===== src/rtl/clk_div_n.sv =====
// Programmable integer clock divider with 50% duty for odd and even N.
// A new divisor becomes pending on load and takes effect only at the period wrap.
module clk_div_n #(
    parameter int DIV_W    = 8,
    parameter int DIV_INIT = 3
) (
    input  logic             clk,
    input  logic             rst,
    input  logic [DIV_W-1:0] div_val,
    input  logic             div_load,
    output logic             clk_out,
    output logic             period_start,
    output logic             load_ack,
    output logic             load_err,
    output logic [DIV_W-1:0] div_cur
);

    localparam logic [DIV_W-1:0] N_INIT = DIV_W'(DIV_INIT);

    logic [DIV_W-1:0] cnt, cnt_nxt, n_nxt, pend_val;
    logic             pend_vld, pos_q, neg_q, odd_q, wrap, load_ok;

    assign wrap    = (cnt == div_cur - DIV_W'(1));
    assign load_ok = div_load && (div_val >= DIV_W'(2));

    always_comb begin
        cnt_nxt = wrap ? '0 : cnt + DIV_W'(1);
        n_nxt   = (wrap && pend_vld) ? pend_val : div_cur;
    end

    // Reset parks cnt at N-1 so the first edge after release is a wrap.
    always_ff @(posedge clk or negedge rst) begin
        if (!rst) begin
            cnt          <= N_INIT - DIV_W'(1);
            div_cur      <= N_INIT;
            pend_val     <= N_INIT;
            pend_vld     <= 1'b0;
            pos_q        <= 1'b0;
            odd_q        <= N_INIT[0];
            period_start <= 1'b0;
            load_ack     <= 1'b0;
            load_err     <= 1'b0;
        end else begin
            cnt          <= cnt_nxt;
            div_cur      <= n_nxt;
            pos_q        <= (cnt_nxt < (n_nxt >> 1));
            odd_q        <= n_nxt[0];
            period_start <= wrap;
            load_ack     <= wrap && pend_vld;
            load_err     <= div_load && !load_ok;
            // A load sampled on the wrap edge itself survives into the next period.
            if (load_ok) begin
                pend_val <= div_val;
                pend_vld <= 1'b1;
            end else if (wrap) begin
                pend_vld <= 1'b0;
            end
        end
    end

    always_ff @(negedge clk or negedge rst) begin
        if (!rst) neg_q <= 1'b0;
        else      neg_q <= pos_q;
    end

    // neg_q is always low at the wrap edge, so odd_q switching there cannot glitch.
    assign clk_out = pos_q | (odd_q & neg_q);

endmodule


===== config.mk =====
export PLATFORM = sky130hd
export DESIGN_NAME = clk_div_n
export DESIGN_NICKNAME = d
export VERILOG_FILES = /design/src/rtl/clk_div_n.sv
export SDC_FILE = /design/constraint.sdc
export NUM_CORES = 1
export LEC_CHECK = 0
export BUFFER_PORTS_ARGS = -buffer_cell sky130_fd_sc_hd__buf_2
export CAP_MARGIN = 20
export CORE_ASPECT_RATIO = 0.6
export CORE_UTILIZATION = 60
export DETAILED_ROUTE_END_ITERATION = 6
export PLACE_DENSITY = 0.83
export SETUP_SLACK_MARGIN = 0.5
export SYNTH_ARGS = -nofsm -noshare
export SYNTH_HDL_FRONTEND = slang
export SYNTH_SLANG_ARGS = --single-unit

===== constraint.sdc =====
create_clock -name clk -period 8.7 [get_ports clk]
set_clock_uncertainty 0.05 [all_clocks]
set_input_delay 0.87 -clock clk [delete_from_list [all_inputs] [get_ports clk]]
set_output_delay 0.87 -clock clk [all_outputs]
set_load 0.05 [all_outputs]

==> results.cfg, run 1 <==
[outcome]
outcome = completed

[clock_network]
cts_hold_buffers = 0
path_clk_slew_ns = 0.06
clk_latency_ns = 0.29
cts_tree = yes
clock_tree.buffer_depth = 2
cts-buffers-inserted = 5
cts_sinks = 30
post_cts_resized = 0
postCtsSetupBuffers = 0
cts_htree_levels = 2
ctsRootBufferMaster = clkbuf_8

[job]
cap_violations = 0

[synthesis]
async_flop_share = 1.00
synth_ff_type = dfrtp_1
synthAdderAreaFrac = 0.0628
ys_warn_count = 0
syn_avg_cell_area_um2 = 10.0
synth_cell_types = 41
seq_area_frac_synth = 0.475
synth-compound-area-share = 0.0825
ys_seq_elements = 30
synth-xor-area-share = 0.0770
syn_inst = 159
synth_area_um2 = 1590
synth_fp_nets = 178
synthMuxAreaShare = 0.0448
synthSimpleGateAreaFrac = 0.207
synth_top_family_by_area = simple AND/OR/NAND/NOR gates
synth_edf_count = 0

[finish]
regArea_um2 = 757
drive_gt1_frac = 0.223
fin_cells = 216
num-fill-cells = 181
multiInputGateArea_um2 = 756
antennaDiodeCount = 0
postLayoutCoreUtil = 0.725
syn_to_final_growth_pct = 14.1
finalNetCount = 202

[timing]
rsz0062_at_grt = false
setup_violations = 0
tightest_slew_ns = 0.653
hold_ws_ns = 0.427
maxSlewHeadroom = 0.565
drv_slew = 0
finalSetupTns_ns = 0
hold_violations = 0

[routing]
antenna_left = 0
wl_per_cell_um = 15.8
drt_iter0_drc = 122
vias_per_cell = 5.62
routed_wl_um = 3410
drt_pass1_iterations = 4
drc = 0
via_count = 1214

[power]
leakagePower_uw = 0.000988
ir_worst_vdd_uv = 128
comb_power_share = 0.034
p_seq_frac = 0.494
internal_power_uw = 231
power_frac_clock = 0.471
p_sw_uw = 64.0
power_density_nw_per_um2 = 163
p_sw_frac = 0.217

[worst_setup_path]
reg2reg_depth = 0
timing.rr.end = neg_q$_DFF_NN0_
path_class = flip-flop to output pin
cp-startpoint = neg_q$_DFF_NN0_
end_kind = output pin
cp.arrival_ns = 5.38
r2r_start = pos_q$_DFF_PN0_
cp_max_fo = 1
start_kind = flip-flop
reg2reg_slack_ns = 3.78
critPathRequiredTime_ns = 7.78

[global_routing]
grt_pass1_wl_um = 5730
grt.overflow.total = 0
track_usage = 0.294
antenna_found_initial = 0
grt_pass1_vias = 1223
grt_max_degree = 31

[placed_design]
gp_congestion = 0.836
dp_hpwl_um = 2520
port_buffers = 22
placed_cells = 208

[worst_hold_path]
hold_depth = 2
hold_path_startpoint = pend_val[3]$_DFFE_PN0P_
hold_end = pend_val[3]$_DFFE_PN0P_
hp-class = flip-flop to flip-flop

[floorplan]
fp.dieH_um = 41.9
core.rowCount = 14
start_util = 0.636
die_area_um2 = 2870
core_area_um2 = 2500
die_w_um = 68.5
pin_count = 23
-- cell usage in the layout, fill, tap and decap left out, types with 2 or more instances in the layout --
cell type	netlist	routed
a21oi_1	5	5
and3_1	3	3
buf_2	1	22
clkbuf_8	0	5
clkinv_2	0	2
dfrtp_1	24	24
dfstp_2	5	5
ha_1	8	8
inv_1	12	12
mux2i_1	6	6
nand2_1	23	23
nand2b_1	5	5
nand3_1	5	5
nand4_1	2	2
nor2_1	12	12
nor3_1	2	2
nor4_1	2	2
o211ai_1	2	2
o21ai_0	5	5
xnor2_1	9	9
xor2_1	5	5
-- per-stage QoR --
step / setup WS [ns] / power (uW) / instance area, um^2
finish: 2.40 / 296 / 1820
global route: 2.33 / 308 / 1820
CTS: 2.39 / 298 / 1820
detailed placement: 2.71 / 159 / 1710
global placement: 2.71 / 158 / 1710
floorplan: 2.79 / 152 / 1590
-- critical path: stages, from the launching register on --
cell	delay, ns
dfrtn_1	0.38
a21o_2	0.11
buf_2	0.24
-- worst max-delay path by stage --
stage | depth (start not counted) | endpoint | slack (ns)
detailed placement | 2 | clk_out | 2.71
global route | 2 | clk_out | 2.33
CTS | 2 | clk_out | 2.39
floorplan | 1 | clk_out | 2.79
global placement | 2 | clk_out | 2.71
finish | 2 | clk_out | 2.40
-- cell families (layout without fill, tap and decap cells) --
family                     Yosys count  in the layout
DFF                                 30             30
muxes                                7              7
AOI/OAI and AO/OA                   20             20
and+or+nand+nor                     63             63
adders and majority gates            8              8
xor gates and xnor gates            14             14
buffers and inverters               17             42
-- final cells by class --
class / instances / area share
sequential: 30 / 0.417
tap: 32 / 0.0220
clock buffer: 5 / 0.0379
timing repair buffer: 22 / 0.0606
clock inverter: 3 / 0.0220
multi-input combinational: 112 / 0.416
inverter: 12 / 0.0248
-- power by group through the flow --
stage               clock (uW)  combinational (uW)  sequential (uW)
floorplan                    0                4.51              148
global placement             0                9.82              148
detailed placement           0                10.4              148
CTS                        141                10.5              146
global route               150                12.0              146
finish                     139                10.2              146
-- registers in the layout, summed over array words and instances, names as in the netlist --
name / cells
load_ack: 1
neg_q: 1
div_cur: 8
period_start: 1
load_err: 1
pend_vld: 1
cnt: 8
pend_val: 8
pos_q: 1
-- synth_stat cells (2+ instances only) --
cell type,number,share of area
ha_1,8,0.063
nor4_1,2,0.0079
a21oi_1,5,0.016
and3_1,3,0.012
buf_4,2,0.0094
nand4_1,2,0.0079
nand3_1,5,0.016
o21ai_0,5,0.016
xor2_1,5,0.027
o211ai_1,2,0.0094
xnor2_1,9,0.049
nor3_1,2,0.0063
dfrtp_1,24,0.38
mux2i_1,6,0.038
nor2_1,12,0.028
dfstp_2,5,0.082
nand2b_1,5,0.020
nand2_1,23,0.054
inv_1,12,0.028
-- routing by layer --
metal	GRT usage	up-vias	routed length (um)
met3	0.124	8	319
li1	-	585	-
met2	0.400	63	1530
met4	0.138	0	80
met1	0.402	558	1480
met5	0	-	0
No activity file was read; power rests on OpenSTA's default activity.
==> inputs of run 2 (changes only) <==
--- a/config.mk
+++ b/config.mk
@@ -8,9 +8,9 @@
 export BUFFER_PORTS_ARGS = -buffer_cell sky130_fd_sc_hd__buf_2
 export CAP_MARGIN = 20
 export CORE_ASPECT_RATIO = 0.6
-export CORE_UTILIZATION = 60
+export CORE_UTILIZATION = 56
 export DETAILED_ROUTE_END_ITERATION = 6
-export PLACE_DENSITY = 0.83
+export PLACE_DENSITY = 0.78
 export SETUP_SLACK_MARGIN = 0.5
 export SYNTH_ARGS = -nofsm -noshare
 export SYNTH_HDL_FRONTEND = slang
==> constraint.sdc (replaced) <==
create_clock -name clk -period 6.3 [get_ports clk]
set_clock_uncertainty 0.05 [all_clocks]
set_input_delay 0.63 -clock clk [delete_from_list [all_inputs] [get_ports clk]]
set_output_delay 0.63 -clock clk [all_outputs]
set_load 0.05 [all_outputs]
==> results.cfg, run 2 (synthesis results as in run 1) <==
[clock_network]
clk_latency_ns = 0.27
cts_tree = yes
clock_tree.buffer_depth = 2
post_cts_resized = 0
ctsRootBufferMaster = clkbuf_8
cts_sinks = 30
postCtsSetupBuffers = 0
path_clk_slew_ns = 0.06
cts_htree_levels = 2
cts-buffers-inserted = 5
cts_hold_buffers = 0

[floorplan]
die_w_um = 70.9
core_area_um2 = 2590
start_util = 0.614
die_area_um2 = 3070
pin_count = 23
fp.dieH_um = 43.3
core.rowCount = 14

[placed_design]
port_buffers = 22
gp_congestion = 0.828
pre_cts_ws_ns = 1.74
placed_cell_area_um2 = 1710
dp_hpwl_um = 2670

[finish]
antennaDiodeCount = 0
syn_to_final_growth_pct = 12.0
drive_gt1_frac = 0.208
num-fill-cells = 206
reg.largest.list = cnt (8), div_cur (8), pend_val (8)
final_common_cell = dfrtp_1
stdcell_area_um2 = 1780
finalNetCount = 202
most-common-layout-cells = dfrtp_1, nand2_1, buf_2

[global_routing]
antenna_found_initial = 0
grt_pass1_vias = 1271
grt.overflow.total = 0
grt_max_degree = 31
grt_pass1_wl_um = 5880
track_usage = 0.260

[routing]
antenna_left = 0
routed_wl_um = 3420
drc = 0
drt_iter0_drc = 61
drt_pass1_iterations = 6
via_count = 1190
wl_per_cell_um = 15.9
vias_per_cell = 5.53

[timing]
setup_violations = 0
hold_violations = 0
rsz0062_at_grt = false
tightest_slew_ns = 0.658
maxSlewHeadroom = 0.562
drv_slew = 0
worst_slack_ns = 1.45
finalSetupTns_ns = 0

[worst_setup_path]
cp.arrival_ns = 4.17
critPathRequiredTime_ns = 5.62
path_class = flip-flop to output pin
start_kind = flip-flop
cp_max_fo = 1
end_kind = output pin

[power]
ir_worst_vdd_uv = 155
leakagePower_uw = 0.000968
power_density_nw_per_um2 = 199

[outcome]
outcome = completed

[worst_hold_path]
hp-class = input pin to async pin

[job]
cap_violations = 0
## run 2: changes by cell type in the layout (fill, tap and decap cells not counted)
cell | before | now
clkbuf_1 | 0 | 2
clkinv_2 | 2 | 0
bufinv_16 | 1 | 0
## run 2: layout make-up
cell class              instances  area [um^2]  share of cell area
flip-flops and latches         30          757               0.424
multi-input cells             112          756               0.424
repair buffers                 22          110              0.0617
clock buffers                   7         76.3              0.0428
inverters                      12         45.0              0.0252
well taps                      32         40.0              0.0224
## run 2: report_power, final
group | switching, uW | internal [uW]
clock | 63.9 | 75.8
sequential | 3.15 | 199
combinational | 9.24 | 5.01
## run 2: worst paths after layout
kind                                         start                 endpoint  slack, ns  cells after the start
setup / recovery                   neg_q$_DFF_NN0_                  clk_out       1.45                      2
hold / removal                                 rst     div_cur[6]$_DFF_PN0_       0.33                      1
setup reg to reg                   pos_q$_DFF_PN0_          neg_q$_DFF_NN0_       2.57                      0
hold reg to reg            pend_val[2]$_DFFE_PN0P_  pend_val[2]$_DFFE_PN0P_       0.43                      2
max in group asynchronous                      rst          neg_q$_DFF_NN0_       2.39                      1
min in group clk           pend_val[2]$_DFFE_PN0P_  pend_val[2]$_DFFE_PN0P_       0.43                      2
## run 2: stage by stage
stage / total power, uW / util / hold slack, ns / instances
6_report: 356 / 0.688 / 0.334 / 215
5_1_grt: 369 / 0.688 / 0.376 / 215
4_1_cts: 356 / 0.688 / 0.348 / 215
3_5_place_dp: 219 / 0.659 / 0.429 / 208
3_3_place_gp: 218 / 0.659 / 0.412 / 208
2_1_floorplan: 210 / - / 0.284 / 159
## run 2: critical path, stage by stage (launching register included)
cell and delay [ns]:
dfrtn_1 0.38, a21o_2 0.11, buf_2 0.25
## run 2: per-layer routing
| metal | part of all wire | global-route usage | vias up | wire, um |
|---|---|---|---|---|
| li1 | - | - | 584 | - |
| met1 | 0.47 | 0.330 | 557 | 1600 |
| met2 | 0.46 | 0.425 | 38 | 1570 |
| met3 | 0.050 | 0.0689 | 11 | 172 |
| met4 | 0.023 | 0.124 | 0 | 78 |
| met5 | 0 | 0 | - | 0 |
==> inputs of run 3 (changes only) <==
--- a/config.mk
+++ b/config.mk
@@ -8,9 +8,9 @@
 export BUFFER_PORTS_ARGS = -buffer_cell sky130_fd_sc_hd__buf_2
 export CAP_MARGIN = 20
 export CORE_ASPECT_RATIO = 0.6
-export CORE_UTILIZATION = 56
+export CORE_UTILIZATION = 50
 export DETAILED_ROUTE_END_ITERATION = 6
-export PLACE_DENSITY = 0.78
+export PLACE_DENSITY = 0.74
 export SETUP_SLACK_MARGIN = 0.5
 export SYNTH_ARGS = -nofsm -noshare
 export SYNTH_HDL_FRONTEND = slang
==> constraint.sdc (replaced) <==
create_clock -name clk -period 4.3 [get_ports clk]
set_clock_uncertainty 0.05 [all_clocks]
set_input_delay 0.43 -clock clk [delete_from_list [all_inputs] [get_ports clk]]
set_output_delay 0.43 -clock clk [all_outputs]
set_load 0.05 [all_outputs]
==> results.cfg, run 3 (synthesis results as in run 1) <==
[outcome]
outcome = completed

[routing]
drt_pass1_iterations = 4
antenna_left = 0
drc = 0
drt_iter0_drc = 39
routed_wl_um = 3330
vias_per_cell = 5.24
via_count = 1189
wl_per_cell_um = 14.7

[worst_setup_path]
cp_max_fo = 1
end_kind = output pin
start_kind = flip-flop
timing.rr.end = pos_q$_DFF_PN0_
cp.arrival_ns = 3.17
critPathRequiredTime_ns = 3.82
critPathCapture = clk_out
reg2reg_depth = 13
reg2reg_slack_ns = 0.81
cp-startpoint = neg_q$_DFF_NN0_
r2r_start = div_cur[0]$_DFFE_PN1N_
path_class = flip-flop to output pin

[clock_network]
post_cts_resized = 0
ctsRootBufferMaster = clkbuf_8
cts_hold_buffers = 0
path_clk_slew_ns = 0.06
cts_tree = yes
cts_sinks = 30
cts_htree_levels = 2
postCtsSetupBuffers = 0
clock_tree.buffer_depth = 2
clk_latency_ns = 0.28
cts-buffers-inserted = 5

[placed_design]
port_buffers = 22
dp_hpwl_um = 2560
pre_cts_ws_ns = 0.833
gp_congestion = 0.894

[power]
leakagePower_uw = 0.000983
power_frac_clock = 0.418
internal_power_uw = 428
p_sw_uw = 117
comb_power_share = 0.040
ir_worst_vdd_uv = 221
p_sw_frac = 0.215
power_density_nw_per_um2 = 299
p_seq_frac = 0.543

[timing]
finalSetupTns_ns = 0
worst_slack_ns = 0.651
hold_violations = 0
rsz0062_at_grt = false
maxSlewHeadroom = 0.605
tightest_slew_ns = 0.588
drv_slew = 0
hold_ws_ns = 0.101
setup_violations = 0

[finish]
drive_gt1_frac = 0.222
most-common-layout-cells = dfrtp_1, nand2_1, buf_2
finalNetCount = 203
reg.largest.list = cnt (8), div_cur (8), pend_val (8)
antennaDiodeCount = 0
syn_to_final_growth_pct = 14.2
num-fill-cells = 258
final_common_cell = dfrtp_1

[floorplan]
die_area_um2 = 3420
pin_count = 23
die_w_um = 74.9
fp.dieH_um = 45.7
core_area_um2 = 2950
core.rowCount = 15
start_util = 0.541

[global_routing]
grt_pass1_wl_um = 5380
track_usage = 0.229
antenna_found_initial = 0
grt_pass1_vias = 1158
grt.overflow.total = 0
grt_max_degree = 31

[job]
cap_violations = 0

[worst_hold_path]
hp-class = input pin to async pin
-- run 3: power by group through the flow --
stage               clock, uW  sequential (uW)  combinational (uW)
floorplan                   0              299                9.12
global placement            0              300                21.2
detailed placement          0              300                22.1
CTS                       237              295                22.3
global route              247              296                25.0
finish                    227              295                21.6
-- run 3: per-layer routing --
layer | vias to the layer above | wire [um] | GRT usage
met3 | 4 | 173 | 0.0597
met2 | 33 | 1450 | 0.346
met5 | - | 0 | 0
met1 | 566 | 1670 | 0.316
met4 | 0 | 40 | 0.0906
li1 | 586 | - | -
-- run 3: worst min-delay path by stage --
stage	from	to	slack (ns)	depth (start not counted)
after floorplan	rst	cnt[0]$_DFF_PN0_	0.08	0
after global routing	rst	pend_val[5]$_DFFE_PN0P_	0.14	2
after global placement	rst	div_cur[7]$_DFF_PN0_	0.41	2
after CTS	rst	load_err$_DFF_PN0_	0.11	2
after detailed placement	rst	cnt[6]$_DFF_PN0_	0.41	2
final	rst	div_cur[6]$_DFF_PN0_	0.10	2
-- run 3: cell type report --
| cell class | instances | area [um^2] | area share |
|---|---|---|---|
| multi-input combinational | 112 | 756 | 0.415 |
| timing repair buffer | 23 | 118 | 0.0646 |
| clock buffer | 7 | 86.3 | 0.0475 |
| tap | 42 | 52.6 | 0.0289 |
| sequential | 30 | 757 | 0.416 |
| inverter | 12 | 45.0 | 0.0248 |
| clock inverter | 1 | 5.00 | 0.00275 |
-- run 3: stage by stage --
| stage | std cells | power (uW) | cell area, um^2 | utilization |
|---|---|---|---|---|
| after detailed placement | 219 | 323 | 1730 | 0.586 |
| final | 227 | 544 | 1820 | 0.617 |
| after CTS | 227 | 554 | 1820 | 0.617 |
| after floorplan | 159 | 308 | 1590 | - |
| after global placement | 219 | 321 | 1730 | 0.586 |
| after global routing | 227 | 568 | 1820 | 0.617 |
-- run 3: worst max-delay path: stages, from the launching register on --
cell     delay, ns
dfrtn_1       0.38
a21o_2        0.11
buf_2         0.25
